### src/rtl/muldiv_pkg.sv
// Shared types and constants for the iterative multiply/divide unit.
package muldiv_pkg;

  localparam int unsigned XLEN_DEFAULT = 32;

  typedef enum logic [1:0] {
    MD_MULT  = 2'b00,
    MD_MULTU = 2'b01,
    MD_DIV   = 2'b10,
    MD_DIVU  = 2'b11
  } md_op_e;

  typedef enum logic {
    IDLE = 1'b0,
    CALC = 1'b1
  } md_state_e;

endpackage

### src/rtl/muldiv_signfix.sv
// Conditional two's-complement negate: absolute value on entry, sign restore on exit.
module muldiv_signfix #(
  parameter int unsigned W = 32
) (
  input  logic [W-1:0] in_val,
  input  logic         neg,
  output logic [W-1:0] out_val
);

  // Negate when requested; the most negative value maps onto itself, which
  // reads correctly as an unsigned magnitude.
  always_comb begin
    out_val = neg ? (~in_val + W'(1)) : in_val;
  end

endmodule

### src/rtl/muldiv_unit.sv
// Multi-cycle MULT/MULTU/DIV/DIVU unit holding the architectural HI/LO registers.
module muldiv_unit
  import muldiv_pkg::*;
#(
  parameter int unsigned XLEN = XLEN_DEFAULT
) (
  input  logic            clk,
  input  logic            rst_n,
  input  logic            start,
  input  logic [1:0]      op,
  input  logic [XLEN-1:0] in_a,
  input  logic [XLEN-1:0] in_b,
  input  logic            hi_wr,
  input  logic            lo_wr,
  input  logic [XLEN-1:0] wdata,
  output logic            busy,
  output logic            done,
  output logic [XLEN-1:0] hi,
  output logic [XLEN-1:0] lo
);

  localparam int unsigned CW = $clog2(XLEN) + 1;

  md_state_e         state_q, state_d;
  md_op_e            op_q, op_d;
  logic [CW-1:0]     cnt_q, cnt_d;
  logic              neg_a_q, neg_a_d, neg_b_q, neg_b_d;
  logic [XLEN-1:0]   mag_a_q, mag_a_d, mag_b_q, mag_b_d;
  logic [XLEN-1:0]   a_raw_q, a_raw_d;
  logic [XLEN-1:0]   hi_q, hi_d, lo_q, lo_d;
  logic [2*XLEN-1:0] acc_q, acc_d, acc_nxt;
  logic              done_q, done_d;

  md_op_e            op_in;
  logic              op_in_signed, sgn_a, sgn_b, is_div_q, last_iter;
  logic [XLEN-1:0]   abs_a, abs_b, quo_fix, rem_fix;
  logic [2*XLEN-1:0] prod_fix;
  logic [XLEN:0]     mul_sum, rem_sh, rem_diff;

  assign op_in        = md_op_e'(op);
  assign op_in_signed = (op_in == MD_MULT) || (op_in == MD_DIV);
  assign sgn_a        = op_in_signed & in_a[XLEN-1];
  assign sgn_b        = op_in_signed & in_b[XLEN-1];
  assign is_div_q     = (op_q == MD_DIV) || (op_q == MD_DIVU);
  assign last_iter    = (state_q == CALC) && (cnt_q == CW'(XLEN - 1));

  muldiv_signfix #(.W(XLEN)) u_abs_a (.in_val(in_a), .neg(sgn_a), .out_val(abs_a));
  muldiv_signfix #(.W(XLEN)) u_abs_b (.in_val(in_b), .neg(sgn_b), .out_val(abs_b));

  muldiv_signfix #(.W(2*XLEN)) u_fix_prod (
    .in_val(acc_nxt), .neg(neg_a_q ^ neg_b_q), .out_val(prod_fix)
  );
  muldiv_signfix #(.W(XLEN)) u_fix_quo (
    .in_val(acc_nxt[XLEN-1:0]), .neg(neg_a_q ^ neg_b_q), .out_val(quo_fix)
  );
  muldiv_signfix #(.W(XLEN)) u_fix_rem (
    .in_val(acc_nxt[2*XLEN-1:XLEN]), .neg(neg_a_q), .out_val(rem_fix)
  );

  // One iteration: shift-add for multiply, restoring step for divide.
  // Multiply keeps {partial_hi, multiplier}; divide keeps {remainder, dividend/quotient}.
  always_comb begin
    mul_sum  = {1'b0, acc_q[2*XLEN-1:XLEN]} + {1'b0, (acc_q[0] ? mag_a_q : '0)};
    rem_sh   = {acc_q[2*XLEN-1:XLEN], acc_q[XLEN-1]};
    rem_diff = rem_sh - {1'b0, mag_b_q};
    if (is_div_q) begin
      if (!rem_diff[XLEN]) acc_nxt = {rem_diff[XLEN-1:0], acc_q[XLEN-2:0], 1'b1};
      else                 acc_nxt = {rem_sh[XLEN-1:0],   acc_q[XLEN-2:0], 1'b0};
    end else begin
      acc_nxt = {mul_sum, acc_q[XLEN-1:1]};
    end
  end

  // State register and all datapath flops.
  always_ff @(posedge clk) begin
    if (!rst_n) begin
      state_q <= IDLE;
      op_q    <= MD_MULT;
      cnt_q   <= '0;
      neg_a_q <= 1'b0;
      neg_b_q <= 1'b0;
      mag_a_q <= '0;
      mag_b_q <= '0;
      a_raw_q <= '0;
      acc_q   <= '0;
      hi_q    <= '0;
      lo_q    <= '0;
      done_q  <= 1'b0;
    end else begin
      state_q <= state_d;
      op_q    <= op_d;
      cnt_q   <= cnt_d;
      neg_a_q <= neg_a_d;
      neg_b_q <= neg_b_d;
      mag_a_q <= mag_a_d;
      mag_b_q <= mag_b_d;
      a_raw_q <= a_raw_d;
      acc_q   <= acc_d;
      hi_q    <= hi_d;
      lo_q    <= lo_d;
      done_q  <= done_d;
    end
  end

  // Next-state logic.
  always_comb begin
    state_d = state_q;
    unique case (state_q)
      IDLE:    if (start) state_d = CALC;
      CALC:    if (last_iter) state_d = IDLE;
      default: state_d = IDLE;
    endcase
  end

  // Datapath next values: operand capture, iteration, result write-back, MTHI/MTLO.
  always_comb begin
    op_d    = op_q;
    cnt_d   = cnt_q;
    neg_a_d = neg_a_q;
    neg_b_d = neg_b_q;
    mag_a_d = mag_a_q;
    mag_b_d = mag_b_q;
    a_raw_d = a_raw_q;
    acc_d   = acc_q;
    hi_d    = hi_q;
    lo_d    = lo_q;
    done_d  = 1'b0;
    if (state_q == IDLE) begin
      if (start) begin
        op_d    = op_in;
        neg_a_d = sgn_a;
        neg_b_d = sgn_b;
        mag_a_d = abs_a;
        mag_b_d = abs_b;
        a_raw_d = in_a;
        cnt_d   = '0;
        acc_d   = op_in[1] ? {{XLEN{1'b0}}, abs_a} : {{XLEN{1'b0}}, abs_b};
      end else begin
        if (hi_wr) hi_d = wdata;
        if (lo_wr) lo_d = wdata;
      end
    end else begin
      acc_d = acc_nxt;
      cnt_d = cnt_q + CW'(1);
      if (last_iter) begin
        cnt_d  = '0;
        done_d = 1'b1;
        if (is_div_q) begin
          // Zero divisor bypasses the sign fix and returns the raw dividend.
          if (mag_b_q == '0) begin
            lo_d = '1;
            hi_d = a_raw_q;
          end else begin
            lo_d = quo_fix;
            hi_d = rem_fix;
          end
        end else begin
          {hi_d, lo_d} = prod_fix;
        end
      end
    end
  end

  // Output decode.
  always_comb begin
    busy = (state_q == CALC);
    done = done_q;
    hi   = hi_q;
    lo   = lo_q;
  end

endmodule
### config.mk
export PLATFORM = sky130hd
export DESIGN_NAME = muldiv_unit
export DESIGN_NICKNAME = d
export VERILOG_FILES = /design/src/rtl/muldiv_pkg.sv /design/src/rtl/muldiv_signfix.sv /design/src/rtl/muldiv_unit.sv
export SDC_FILE = /design/constraint.sdc
export NUM_CORES = 1
export LEC_CHECK = 0
export CORE_MARGIN = 5
export CORE_UTILIZATION = 62
export CTS_CLUSTER_SIZE = 24
export DETAILED_ROUTE_END_ITERATION = 12
export HOLD_SLACK_MARGIN = 0.15
export PLACE_DENSITY = 0.84
export RECOVER_POWER = 100
export SYNTH_ARGS = -nofsm -noshare
export SYNTH_HDL_FRONTEND = slang
export SYNTH_SLANG_ARGS = --single-unit
### constraint.sdc
create_clock -name clk -period 9 [get_ports clk]
set_clock_uncertainty 0.15 [all_clocks]
set_input_delay 2.25 -clock clk [delete_from_list [all_inputs] [get_ports clk]]
set_output_delay 2.25 -clock clk [all_outputs]
set_load 0.02 [all_outputs]
# Word-level counts from Yosys, hierarchy flattened

Cells that the tools add are included.

Bits of input ports: 103
Word-level logic and storage cells: 77
Output and inout bits: 66
Register bits: 236

Add/subtract/negate cells: 8
Reductions and logical operators: 12
Muxes and demuxes: 30
Bitwise operators: 9
Equality and inequality tests: 6

Operators by type and width:

| kind                  | count |
|---|---|
| $mux 32               | 18 |
| $mux 64               | 5 |
| $add 32x1->32 const B | 4 |
| $not 32->32           | 4 |
| $add 64x1->64 const B | 1 |
| $not 64->64           | 1 |
| $add 32x32->33        | 1 |
| $sub 33x32->33        | 1 |
| $logic_not 32->1      | 1 |
| $mux 6                | 3 |
| $add 6x1->6 const B   | 1 |
| $eq 2x2->1 const B    | 3 |
| $eq 6x5->1 const B    | 1 |
| $reduce_and 3->1      | 2 |
| $reduce_bool 2->1     | 3 |
| $ne 2x1->1 const B    | 2 |
| $reduce_and 2->1      | 2 |
| $mux 1                | 3 |
| $and 1x1->1           | 2 |
| $logic_not 2->1       | 1 |
| $logic_or 1x1->1      | 2 |
| $pmux 1 s2            | 1 |
| $logic_and 1x1->1     | 1 |
| $not 1->1             | 1 |
| $xor 1x1->1           | 1 |

# Longest topological paths before layout

Depth in word-level cells: 10
Depth in mapped cells: 26

# Modules after synthesis

From an unflattened synthesis, not the netlist that was laid out.

Cell total of the unflattened synthesis: 2571
Area total of the unflattened synthesis: 20143.1 sq um

By module, submodules not included:

| module                        | seq. area each (sq um) | area each (sq um) | times used | cells an instance |
|---|---|---|---|---|
| muldiv_unit                   | 4704.5                 | 15386.0           | 1          | 1969 |
| muldiv_signfix at u_abs_a ... | 0.0                    | 777.0             | 4          | 99 |
| muldiv_signfix at u_fix_prod  | 0.0                    | 1649.1            | 1          | 206 |

# Worst setup path before layout

No wires, ideal clock.

Path type: reg-to-reg
Start point: reg op_q[1]
End point: reg hi_q[30] (netlist: hi[30])
Clock period less this slack: 5588 ps
Library setup time: 117 ps
Cell stages (with the launch flop): 23
Arrival time: 5321 ps
Path buffers: 12
Slack: 3412 ps
Required time: 8733 ps
Cell sequence: dfxtp_1 > clkbuf_1 > buf_2 > buf_2 > buf_2 > buf_2 > buf_2 > buf_2 > clkbuf_1 > buf_2 > buf_2 > buf_1 > mux2i_1 > ha_1 > and2_1 > o311ai_1 > or4_4 > or2_1 > buf_6 > or3_1 > nor4_1 > o31ai_1 > a32o_1

Cells in the longest elaborated chain, start to end: 10
Elaborated cells on any way between the ends: 14
Those cells by class: 2 x add/sub; 2 x eq/ne; 7 x mux; 2 x bitwise; 1 x reduce/logical

RTL lines:

| element                | line                 | source |
|---|---|---|
| from (decl)            | muldiv_unit.sv:25    | `md_op_e op_q, op_d;` |
| from (signal assigned) | muldiv_unit.sv:91    | `op_q <= op_d;` |
| $eq 2x2->1             | muldiv_unit.sv:44    | `assign is_div_q = (op_q == MD_DIV) \|\| (op_q == MD_DIVU);` |
| $logic_or 1x1->1 (*)   | muldiv_unit.sv:44    |  |
| $mux 64                | muldiv_unit.sv:66    | `if (is_div_q) begin` |
| $not 32->32            | muldiv_signfix.sv:13 | `out_val = neg ? (~in_val + W'(1)) : in_val;` |
| $add 32x1->32          | muldiv_signfix.sv:13 |  |
| $mux 32                | muldiv_signfix.sv:13 |  |
| $mux 32                | muldiv_unit.sv:150   | `if (mag_b_q == '0) begin` |
| $mux 32 (*)            | muldiv_unit.sv:148   | `if (is_div_q) begin` |
| $mux 32 (*)            | muldiv_unit.sv:145   | `if (last_iter) begin` |
| $mux 32 (*)            | muldiv_unit.sv:128   | `if (state_q == IDLE) begin` |
| to (signal assigned)   | muldiv_unit.sv:99    | `hi_q <= hi_d;` |
| to (decl)              | muldiv_unit.sv:30    | `logic [XLEN-1:0] hi_q, hi_d, lo_q, lo_d;` |

Mark *: on every way between the ends. The rest lies on a longest branch, timed or not. The select of a mux whose other input is x is not followed.
A chain may end at the register's enable or synchronous reset.

# Worst setup path in the final report

Start point: reg mag_b_q[25]
End point: reg hi_q[30] (netlist: hi[30])

Cells in the longest elaborated chain, start to end: 10
Elaborated cells on any way between the ends: 14
Those cells by class: 3 x add/sub; 8 x mux; 2 x bitwise; 1 x reduce/logical

RTL lines:

| element                | line                 | source |
|---|---|---|
| from (decl)            | muldiv_unit.sv:28    | `logic [XLEN-1:0] mag_a_q, mag_a_d, mag_b_q, mag_b_d;` |
| from (signal assigned) | muldiv_unit.sv:96    | `mag_b_q <= mag_b_d;` |
| $sub 33x32->33         | muldiv_unit.sv:65    | `rem_diff = rem_sh - {1'b0, mag_b_q};` |
| $mux 64                | muldiv_unit.sv:67    | `if (!rem_diff[XLEN]) acc_nxt = {rem_diff[XLEN-1:0], acc_q[XLEN-2:0], 1'b1};` |
| $mux 64                | muldiv_unit.sv:66    |  |
| $not 32->32            | muldiv_signfix.sv:13 |  |
| $add 32x1->32          | muldiv_signfix.sv:13 |  |
| $mux 32                | muldiv_signfix.sv:13 |  |
| $mux 32                | muldiv_unit.sv:150   |  |
| $mux 32 (*)            | muldiv_unit.sv:148   |  |
| $mux 32 (*)            | muldiv_unit.sv:145   |  |
| $mux 32 (*)            | muldiv_unit.sv:128   |  |

Marks and branches as above.

==> impl_metrics.ini <==
[sta]
slew_viol_final = 198
maxSlewHeadroom_pct = -138
max_freq_mhz = 136
setup_violations = 0
finalHoldViolations = 0
grt_setup_unrepaired = no
fin_tns_setup_ns = 0
finalCriticalPeriod_ns = 7.33
timing.final.crit_share_pct = 81.4
worst_slew_pin_slew_ns = 3.56
setup_ws_ns = 1.67

[pwr]
seqPwrFrac_pct = 34.0
ir_drop_mv = 0.176
p_comb_share_pct = 33.6
p_leak_uw = 0.00792
netSwitchingFraction_pct = 38.2
pwr-share-clk_pct = 32.5
p_int_uw = 2130
p_sw_uw = 1320
p_per_area_nw_per_um2 = 168

[floorplan]
fp.dieW_um = 180
core_area_um2 = 28600
row_count = 62
initial_utilization_pct = 62.5
die_h_um = 180
io_pins = 169
die_area_um2 = 32400

[clock_tree]
cts_tree = yes
ctsLongestPathBuffers = 3
ctsHtreeMaxLevel = 1
clock_sinks = 234
hold_buffers = 0
clk_pin_slew_ns = 0.07
clk_latency_ns = 0.57
postCtsSetupBuffers = 0
ctsResizeCount = 0
cts_root_buffer = clkbuf_16
cts_buffers = 26

[synth]
yosysMostFrequentCell = nand2_1
syn_area_per_cell_um2 = 7.35
synth-edff-count = 0
ys_ff_latch = 234
syn_nets = 2608
ys_types = 90
synthesis.area_um2 = 17900
synthArstFlopShare_pct = 0
synth_common_cells = nand2_1 (298), o21ai_0 (252), dfxtp_1 (234)
syn_inst = 2434
synth-main-ff-cell = dfxtp_1
ys_seq_area_share_pct = 26.2
ys_warn_count = 0
synth_top_area_share_pct = 26.2
synthTopCellsByArea = dfxtp_1 (26%), o21ai_0 (7.0%), nand2_1 (6.3%)
synth_top_area_cell = dfxtp_1

[final_layout]
syn_to_final_growth_pct = 14.6
final_nets = 2682
drive_gt1_share_pct = 4.43

[drt]
first_pass_iters = 8
viasPerCell = 7.26
drt_wl_total_um = 80100
avgRoutedWirePerCell_um = 27.5
drtIter0Drc = 3987
routed-via-count = 21100
drc = 0
postRouteAntennaNets = 0

[worst_hold_path]
worstHoldPathType = flop to flop

[setup_path]
crit_path_end_kind = flop
max_stage_delay_ns = 1.16
cp-start-kind = flop
reg2regPathDepth = 19
path_class = flop to flop
crit_path_frequent_cell = o21ai_0
endpoint = hi[30]
critical_path.startpoint = mag_b_q[25]
critPathRequiredTime_ns = 9.31
arrival_ns = 7.64
reg2reg_to = hi[30]
worstPathMaxFanout = 18
path_cells = inv_1, ha_1, a21oi_1, o21ai_0, o21ai_0, o21ai_0, o21ai_4, nand2_1, o21ai_0, mux2i_1, ha_1, and2_0, o311ai_0, or4_1, or2_0, or3_1, nor3_1, o21ai_0, a32o_1
r2r_setup_slack_ns = 1.67
cp_slowest_cell = o21ai_0
reg2reg_from = mag_b_q[25]

[outcome]
violations = capacitance limit, slew limit
status = finished, violations left

[placement]
hpwl_um = 60600
portBuffers = 168
place_congestion = 1.09
place_ws_ns = 2.66

[global_route]
use_met3_pct = 14.0
grtUsageTotal_pct = 46.5
grtUsageMet1_pct = 57.7
gr-total-overflow = 0
grt_first_pass_wirelength_um = 119000
grt_max_degree = 75
grt_use_met2_pct = 70.8
grt_pass1_vias = 19600
antenna_found_initial = 5
grt-busiest-layer = met2

[flow_run]
maxCapViolCount = 6
==> registers in the layout, indices dropped and copies added (netlist names), 6 cells and up <==
register  cells
acc_q        64
hi           32
lo           32
mag_a_q      32
mag_b_q      32
a_raw_q      31
cnt_q         6
==> cell usage in the layout, fill, tap and decap left out, types with 20 or more instances in the layout <==
cell | netlist | routed
and3_1 | 26 | 26
clkdlybuf4s50_1 | 0 | 98
inv_1 | 62 | 61
ha_1 | 69 | 69
dlygate4sd3_1 | 0 | 69
a22o_1 | 49 | 49
nand3_1 | 37 | 37
buf_4 | 2 | 20
a21oi_1 | 204 | 204
or3_1 | 28 | 28
nor4_1 | 28 | 28
a31oi_1 | 55 | 55
mux2i_1 | 50 | 50
a21o_1 | 26 | 26
o211ai_1 | 27 | 27
and2_1 | 41 | 37
xor2_1 | 80 | 79
o21ai_0 | 252 | 257
nand2_1 | 298 | 299
o21a_1 | 20 | 20
xnor2_1 | 94 | 93
nor2_1 | 223 | 223
a211oi_1 | 19 | 20
nor3_1 | 68 | 68
dfxtp_1 | 234 | 233
clkbuf_16 | 0 | 26
nand4_1 | 25 | 25
==> kinds of logic (layout without fill, tap and decap cells) <==
| family | after synthesis | in the layout | share of synthesized area (%) |
|---|---|---|---|
| compound gates | 848 | 848 | 30.6 |
| simple gates | 844 | 844 | 22.0 |
| flops | 234 | 234 | 26.2 |
| buf+inv | 209 | 301 | 4.65 |
| xor+xnor | 174 | 174 | 8.52 |
| fa+ha+maj | 71 | 71 | 5.05 |
| mux | 54 | 54 | 3.05 |
| other cells | 0 | 1 | 0 |
==> how the worst min path moves through the flow <==
stage | from | end | slack, ns | depth (start not counted)
finish | mag_a_q[20] | mag_a_q[20] | 0.30 | 2
global route | hi[17] | hi[17] | 0.33 | 1
CTS | mag_a_q[20] | mag_a_q[20] | 0.30 | 2
detailed placement | mag_a_q[7] | mag_a_q[7] | 0.29 | 2
global placement | mag_a_q[11] | mag_a_q[11] | 0.28 | 2
floorplan | mag_a_q[10] | mag_a_q[10] | 0.27 | 2
==> layout make-up <==
class | count | area (µm²)
multi-input cells | 1991 | 12400
fillers | 2254 | 8110
flip-flops and latches | 234 | 4690
repair buffers | 191 | 1840
clock buffers | 32 | 713
well taps | 384 | 480
inverters | 64 | 240
clock inverters | 14 | 170
diodes | 1 | 2.50
==> worst max-delay path, delay by kind of cell (launching register included) <==
| family | cells | cell delay (ns) |
|---|---|---|
| simple gates | 6 | 2.56 |
| mux | 1 | 0.23 |
| compound gates | 9 | 3.24 |
| fa+ha+maj | 2 | 0.63 |
| buf+inv | 1 | 0.06 |
| flops | 1 | 0.36 |
==> per-stage QoR <==
stage	util, %	total power (µW)	hold slack, ns	instances	instance area (µm²)
global route	71.7	3530	0.326	2911	20500
CTS	71.8	3380	0.299	2910	20600
global placement	68.7	2270	0.277	2864	19700
floorplan	-	1880	0.267	2434	17900
detailed placement	68.7	2290	0.285	2864	19700
finish	71.7	3450	0.298	2911	20500
==> routing by layer <==
metal | wire length (µm) | up-vias
li1 | - | 9087
met1 | 28000 | 9687
met2 | 33300 | 1843
met3 | 11600 | 502
met4 | 7100 | 8
met5 | 60 | -
==> power groups by stage <==
stage | clock, µW | sequential, µW | combinational, µW
3_3_place_gp | 0 | 1190 | 1090
3_5_place_dp | 0 | 1190 | 1100
4_1_cts | 1100 | 1170 | 1110
5_1_grt | 1150 | 1180 | 1210
2_1_floorplan | 0 | 1180 | 700
6_report | 1120 | 1170 | 1160
Note: power is estimated with default switching activity, not from simulation.
